==> src/rtl/sine_sweep_pkg.sv <==
// Shared types and constants for the sine sweep controller:
// FSM state encoding and the latched sweep configuration record.
package sine_sweep_pkg;

    localparam int POINT_INDEX_WIDTH = 16;
    localparam int CFG_PHASE_W       = 32;
    localparam int CFG_DWELL_W       = 32;

    typedef enum logic [1:0] {
        IDLE    = 2'd0,
        DWELL   = 2'd1,
        ADVANCE = 2'd2,
        DONE    = 2'd3
    } sweep_state_t;

    typedef struct packed {
        logic [CFG_PHASE_W-1:0] start_step;
        logic [CFG_PHASE_W-1:0] stop_step;
        logic [CFG_PHASE_W-1:0] increment;
        logic [CFG_DWELL_W-1:0] dwell;
        logic                   continuous;
    } sweep_cfg_t;

endpackage

==> src/rtl/sine_sweep_controller_if.sv <==
// Control/config/status bundle between the register layer (master)
// and the sweep controller (slave).
interface sine_sweep_if
    import sine_sweep_pkg::*;
#(
    parameter int PHASE_WIDTH = 32,
    parameter int DWELL_WIDTH = 32
) ();

    logic                         start;
    logic                         abort;
    logic [PHASE_WIDTH-1:0]       cfg_start_step;
    logic [PHASE_WIDTH-1:0]       cfg_stop_step;
    logic [PHASE_WIDTH-1:0]       cfg_increment;
    logic [DWELL_WIDTH-1:0]       cfg_dwell_cycles;
    logic                         cfg_continuous;
    logic [PHASE_WIDTH-1:0]       phase_step;
    logic                         step_strobe;
    logic                         busy;
    logic                         done;
    logic [POINT_INDEX_WIDTH-1:0] point_index;

    modport master (
        output start, abort, cfg_start_step, cfg_stop_step, cfg_increment,
               cfg_dwell_cycles, cfg_continuous,
        input  phase_step, step_strobe, busy, done, point_index
    );

    modport slave (
        input  start, abort, cfg_start_step, cfg_stop_step, cfg_increment,
               cfg_dwell_cycles, cfg_continuous,
        output phase_step, step_strobe, busy, done, point_index
    );

endinterface

==> src/rtl/sine_sweep_controller.sv <==
// Linear phase-step sweep sequencer feeding sine_wave_generator_quarter:
// start -> stop by increment, each point held for max(dwell,1)+1 cycles.
module sine_sweep_controller
    import sine_sweep_pkg::*;
#(
    parameter int PHASE_WIDTH = 32,
    parameter int DWELL_WIDTH = 32
) (
    input  logic        clock,
    input  logic        reset,
    sine_sweep_if.slave bus
);

    if (PHASE_WIDTH != CFG_PHASE_W || DWELL_WIDTH != CFG_DWELL_W) begin : g_width_check
        $error("sine_sweep_controller: widths must match sweep_cfg_t field widths");
    end

    sweep_state_t                 r_state;
    sweep_state_t                 w_state_nxt;
    sweep_cfg_t                   r_cfg;
    logic [PHASE_WIDTH-1:0]       r_phase;
    logic [DWELL_WIDTH-1:0]       r_cnt;
    logic [POINT_INDEX_WIDTH-1:0] r_idx;
    logic                         r_strobe;
    logic [PHASE_WIDTH:0]         w_sum;
    logic                         w_terminal;
    logic                         w_go;
    logic                         w_busy;
    logic                         w_done;

    // A dwell of 0 behaves as 1; the counter runs reload..0 inclusive.
    function automatic logic [DWELL_WIDTH-1:0] dwell_reload(input logic [DWELL_WIDTH-1:0] d);
        return (d == '0) ? '0 : d - 1'b1;
    endfunction

    assign w_go       = bus.start & ~bus.abort;
    assign w_sum      = {1'b0, r_phase} + {1'b0, r_cfg.increment};
    assign w_terminal = w_sum[PHASE_WIDTH]
                      | (w_sum[PHASE_WIDTH-1:0] > r_cfg.stop_step)
                      | (r_cfg.increment == '0);

    always_ff @(posedge clock or posedge reset) begin
        if (reset) begin
            r_state <= IDLE;
        end else begin
            r_state <= w_state_nxt;
        end
    end

    always_comb begin
        w_state_nxt = r_state;
        case (r_state)
            IDLE:    if (w_go) w_state_nxt = DWELL;
            DWELL:   if (bus.abort) w_state_nxt = IDLE;
                     else if (r_cnt == '0) w_state_nxt = ADVANCE;
            ADVANCE: if (bus.abort) w_state_nxt = IDLE;
                     else if (!w_terminal || r_cfg.continuous) w_state_nxt = DWELL;
                     else w_state_nxt = DONE;
            DONE:    w_state_nxt = IDLE;
            default: w_state_nxt = IDLE;
        endcase
    end

    always_comb begin
        w_busy = 1'b0;
        w_done = 1'b0;
        case (r_state)
            DWELL, ADVANCE: w_busy = 1'b1;
            DONE:           w_done = 1'b1;
            default:        ;
        endcase
    end

    // Datapath: phase_step is forced to 0 whenever the sweep is not running.
    always_ff @(posedge clock or posedge reset) begin
        if (reset) begin
            r_cfg    <= '0;
            r_phase  <= '0;
            r_cnt    <= '0;
            r_idx    <= '0;
            r_strobe <= 1'b0;
        end else begin
            r_strobe <= 1'b0;
            case (r_state)
                IDLE: begin
                    if (w_go) begin
                        r_cfg    <= '{start_step: bus.cfg_start_step,
                                      stop_step:  bus.cfg_stop_step,
                                      increment:  bus.cfg_increment,
                                      dwell:      bus.cfg_dwell_cycles,
                                      continuous: bus.cfg_continuous};
                        r_phase  <= bus.cfg_start_step;
                        r_cnt    <= dwell_reload(bus.cfg_dwell_cycles);
                        r_idx    <= '0;
                        r_strobe <= 1'b1;
                    end
                end
                DWELL: begin
                    if (bus.abort) begin
                        r_phase <= '0;
                        r_idx   <= '0;
                    end else if (r_cnt != '0) begin
                        r_cnt <= r_cnt - 1'b1;
                    end
                end
                ADVANCE: begin
                    if (bus.abort) begin
                        r_phase <= '0;
                        r_idx   <= '0;
                    end else if (!w_terminal) begin
                        r_phase  <= w_sum[PHASE_WIDTH-1:0];
                        r_cnt    <= dwell_reload(r_cfg.dwell);
                        r_idx    <= (r_idx == '1) ? r_idx : r_idx + 1'b1;
                        r_strobe <= 1'b1;
                    end else if (r_cfg.continuous) begin
                        r_phase  <= r_cfg.start_step;
                        r_cnt    <= dwell_reload(r_cfg.dwell);
                        r_idx    <= '0;
                        r_strobe <= 1'b1;
                    end else begin
                        r_phase <= '0;
                    end
                end
                DONE: begin
                    r_phase <= '0;
                    r_idx   <= '0;
                end
                default: ;
            endcase
        end
    end

    assign bus.phase_step  = r_phase;
    assign bus.step_strobe = r_strobe;
    assign bus.busy        = w_busy;
    assign bus.done        = w_done;
    assign bus.point_index = r_idx;

endmodule

==> src/flat_wrapper.sv <==
// flat-port wrapper written by rule: the top's interface ports become plain ports
module sine_sweep_controller_flat import sine_sweep_pkg::*;
#(
    parameter int PHASE_WIDTH = 32,
    parameter int DWELL_WIDTH = 32
)
  (clock, reset, bus_start, bus_abort, bus_cfg_start_step, bus_cfg_stop_step, bus_cfg_increment, bus_cfg_dwell_cycles, bus_cfg_continuous, bus_phase_step, bus_step_strobe, bus_busy, bus_done, bus_point_index);
  sine_sweep_if #(.PHASE_WIDTH(PHASE_WIDTH), .DWELL_WIDTH(DWELL_WIDTH)) bus_i ();
  input  logic clock;
  input  logic reset;
  input wire logic [$bits(bus_i.start)-1:0] bus_start;
  input wire logic [$bits(bus_i.abort)-1:0] bus_abort;
  input wire logic [$bits(bus_i.cfg_start_step)-1:0] bus_cfg_start_step;
  input wire logic [$bits(bus_i.cfg_stop_step)-1:0] bus_cfg_stop_step;
  input wire logic [$bits(bus_i.cfg_increment)-1:0] bus_cfg_increment;
  input wire logic [$bits(bus_i.cfg_dwell_cycles)-1:0] bus_cfg_dwell_cycles;
  input wire logic [$bits(bus_i.cfg_continuous)-1:0] bus_cfg_continuous;
  output wire logic [$bits(bus_i.phase_step)-1:0] bus_phase_step;
  output wire logic [$bits(bus_i.step_strobe)-1:0] bus_step_strobe;
  output wire logic [$bits(bus_i.busy)-1:0] bus_busy;
  output wire logic [$bits(bus_i.done)-1:0] bus_done;
  output wire logic [$bits(bus_i.point_index)-1:0] bus_point_index;
  assign bus_i.start = bus_start;
  assign bus_i.abort = bus_abort;
  assign bus_i.cfg_start_step = bus_cfg_start_step;
  assign bus_i.cfg_stop_step = bus_cfg_stop_step;
  assign bus_i.cfg_increment = bus_cfg_increment;
  assign bus_i.cfg_dwell_cycles = bus_cfg_dwell_cycles;
  assign bus_i.cfg_continuous = bus_cfg_continuous;
  assign bus_phase_step = bus_i.phase_step;
  assign bus_step_strobe = bus_i.step_strobe;
  assign bus_busy = bus_i.busy;
  assign bus_done = bus_i.done;
  assign bus_point_index = bus_i.point_index;
  sine_sweep_controller #(.PHASE_WIDTH(PHASE_WIDTH), .DWELL_WIDTH(DWELL_WIDTH)) u_core (.clock(clock), .reset(reset), .bus(bus_i));
endmodule
==> config.mk <==
export PLATFORM = sky130hd
export DESIGN_NAME = sine_sweep_controller_flat
export DESIGN_NICKNAME = d
export VERILOG_FILES = /design/src/rtl/sine_sweep_pkg.sv /design/src/rtl/sine_sweep_controller_if.sv /design/src/rtl/sine_sweep_controller.sv /design/src/flat_wrapper.sv
export SDC_FILE = /design/constraint.sdc
export NUM_CORES = 1
export LEC_CHECK = 0
export CAP_MARGIN = 25
export CORE_MARGIN = 3
export CORE_UTILIZATION = 45
export CTS_BUF_LIST = sky130_fd_sc_hd__clkbuf_8
export DETAILED_ROUTE_END_ITERATION = 12
export PLACE_DENSITY = 0.67
export SYNTH_ARGS = -nofsm -noshare
export SYNTH_HDL_FRONTEND = slang
export SYNTH_SLANG_ARGS = --single-unit
==> constraint.sdc <==
create_clock -name clock -period 8.9 [get_ports clock]
set_input_delay 1.78 -clock clock [delete_from_list [all_inputs] [get_ports clock]]
set_output_delay 1.78 -clock clock [all_outputs]
set_load 0.02 [all_outputs]
==> results.cfg <==
[setup_path]
startpoint = u_core.bus.phase_step[0]
reg2reg_from = u_core.bus.phase_step[0]
critPathLaunchType = flop
reg2reg_slack_ps = 2900
critPathKind = reg2reg
worstPathArrival_ps = 6430
path_cells = ha_1 -> inv_1 -> fa_1 -> nor2b_1 -> o31a_1 -> nor3_1 -> o21ai_0 -> a31oi_1 -> nor2_1 -> xor2_1 -> ha_1 -> nand4_1 -> or4_1 -> a21oi_1 -> or3_1 -> o21ai_0 -> a31oi_1 -> nor2_4 -> o21ai_4 -> mux2_2
end_kind = flop
slowest_stage = o21ai_4
critPathMaxFanout = 32
required_ps = 9320
slowest_delay_ps = 840

[drt]
wl_per_cell_um = 19.92
drt_iter0_drc = 850
wl_mm = 41.86
vias_per_cell = 5.872
firstDrtPassIters = 6
drtAntennaViolNets = 0
via_count = 12340
drc = 0

[clock_tree]
clockBufferDepth = 3
h-tree-depth = 2
cts_tree = built
post_cts_buffers = 0
clock-root-buffer = clkbuf_8
insertion_delay_ps = 560
cts_buffers = 40
clk_pin_slew_worst_paths_ps = 60
cts_resized = 0
clock-sinks = 212
cts_hold_buf = 0

[cells_and_area]
nets = 1888
drive_gt1_frac = 0.1496
antenna_cells = 0
final_cell_area_mm2 = 0.01716
utilization = 0.5579
area_growth_pct = 21.57

[timing]
final_max_slew_viol_count = 0
slew_headroom = 0.3068
finalHoldViolCount = 0
max_freq_ghz = 0.1666
setup_tns_ps = 0
skew_ps = 34.36
finalWorstSetupSlack_ps = 2897
min_period_ps = 6003
worst_slew_pin_slew_ps = 1036
rsz0062_at_grt = no
min_period_over_period = 0.6745
final-setup-viol-count = 0

[global_routing]
grt_max_degree = 141
grt.total_usage = 0.2460
grt_first_pass_wirelength_mm = 67.12
antenna_found_initial = 0
grt-ovfl-total = 0
grt_pass1_vias = 12440

[synthesis]
netlist_area_mm2 = 0.01411
synth_flop_cell = dfrtp_1
synth-edff-count = 0
synth_cells = 1516
ys_async_sr_fraction = 1.000
synth_fp_nets = 1723
synth_top_area_frac = 0.3759
synth_seq_cells = 212
yosysWarnings = 0
syn_avg_cell_area_um2 = 9.309
synth_top_area_cell = dfrtp_1
synth_cell_types = 78
synth_area_leaders = dfrtp_1, mux2_2, ha_1, a21oi_1, xnor2_1
seq_area_frac_synth = 0.3759

[placement]
routabilityCongestion = 0.9121
dp_hpwl_mm = 30.02
post_dp_cell_area_mm2 = 0.01628
dp_worst_setup_slack_ps = 2996
io_buffers = 183

[power_and_ir_drop]
power_leakage_nw = 7.073
peakVddDrop_mv = 0.3096
p_int_mw = 3.828
swShare = 0.4913
powerDensity_mw_per_mm2 = 438.6
p_sw_mw = 3.698
p_comb_frac = 0.626
clockPowerShare = 0.132
pwr-share-seq = 0.242
total_power_mw = 7.526

[floorplanning]
core_mm2 = 0.03075
die_w_um = 183.1
initial_core_util = 0.4589
dieArea_mm2 = 0.03352
io_pins = 184
rows = 64
dieHeight_um = 183.1

[run]
max_cap_viol_count = 0

[status]
outcome = completed

[min_path]
hold_class = reg2reg
min_from = u_core.r_cnt[20]
==> final cells by class <==
type	count	area, µm²
clock inverters	12	81.33
inverters	53	206.4
clock buffers	54	743.2
well taps	396	495.5
flip-flops and latches	212	5305
multi-input cells	1175	8273
repair buffers	199	2052
fillers	2790	13590
==> placed cells by master, fill, tap and decap left out, types with 6 or more instances in the layout <==
cell	count
or3_1	15
and4_1	6
nor2b_1	7
dfrtp_1	212
a31oi_1	8
clkdlybuf4s50_1	183
nand3_1	22
nand2b_1	13
o211ai_1	17
a21oi_1	157
or2_2	9
nor3_1	38
nor2_1	132
or4_1	8
inv_1	59
o2bb2ai_1	9
o22ai_1	49
o21ai_0	44
o21a_1	8
mux2_2	147
a21o_1	18
buf_4	11
nand2_1	122
a211oi_1	7
nand4_1	23
o31ai_1	18
xnor2_1	58
xor2_1	44
and2_1	8
clkbuf_8	54
ha_1	72
nor4_1	27
o221ai_1	6
==> worst max-delay path: cells and delay by family (launching register included) <==
kind | cells | cell delay (ps)
compound gates | 7 | 2630
simple gates | 7 | 1330
fa+ha+maj | 3 | 910
mux | 1 | 440
flops | 1 | 380
xor+xnor | 1 | 110
buf+inv | 1 | 50
==> Yosys cell counts, drive strengths merged, types with 32 or more instances <==
cell type  count
mux2         147
nand2        123
nor4          32
nor3          39
xnor2         58
xor2          44
nor2         134
clkbuf        66
inv           52
dfrtp        212
o22ai         49
ha            73
o21ai         45
a21oi        159
==> cell families after synthesis <==
group                    Yosys count  synth area share
AO/OA/AOI/OAI                    383            0.1685
XOR/XNOR                         102           0.06330
buffers and inverters            129           0.04087
adder cells (fa/ha/maj)           74           0.06614
flip-flops                       212            0.3759
multiplexers                     150            0.1194
AND/OR/NAND/NOR                  466            0.1659
==> final timing paths <==
check                                        end  cells after the start
worst max-delay path             u_core.r_cnt[2]                     20
worst min-delay path            u_core.r_cnt[20]                      1
worst max register to register   u_core.r_cnt[2]                     20
worst min register to register  u_core.r_cnt[20]                      1
max in group asynchronous       u_core.r_cfg[13]                      3
min in group asynchronous       u_core.r_cfg[73]                      2
==> power groups by stage <==
stage	Sequential [mW]	Clock (mW)	Combinational, mW
3_3_place_gp	1.80	0	4.56
6_report	1.82	0.993	4.71
4_1_cts	1.81	1.02	4.67
2_1_floorplan	1.77	0	3.33
5_1_grt	1.88	1.06	5.20
3_5_place_dp	1.82	0	4.63
==> layer usage <==
metal / wire, µm / track usage
met1: 17860 / 0.3259
met2: 19940 / 0.4077
met3: 2634 / 0.04383
met4: 1417 / 0.08714
met5: 0 / 0
==> stage by stage <==
step / hold slack, ps / instances
4_1_cts: 492.0 / 2099
3_3_place_gp: 466.4 / 2029
6_report: 495.9 / 2101
5_1_grt: 515.5 / 2101
3_5_place_dp: 479.4 / 2033
2_1_floorplan: 447.7 / 1516
==> flip-flops by register name, summed over array words and instances, names as in the netlist <==
name / flops
u_core.bus.point_index: 16
u_core.bus.step_strobe: 1
u_core.r_cfg: 129
u_core.r_state: 2
u_core.r_cnt: 32
u_core.bus.phase_step: 32
No activity file was read; power rests on OpenSTA's default activity.
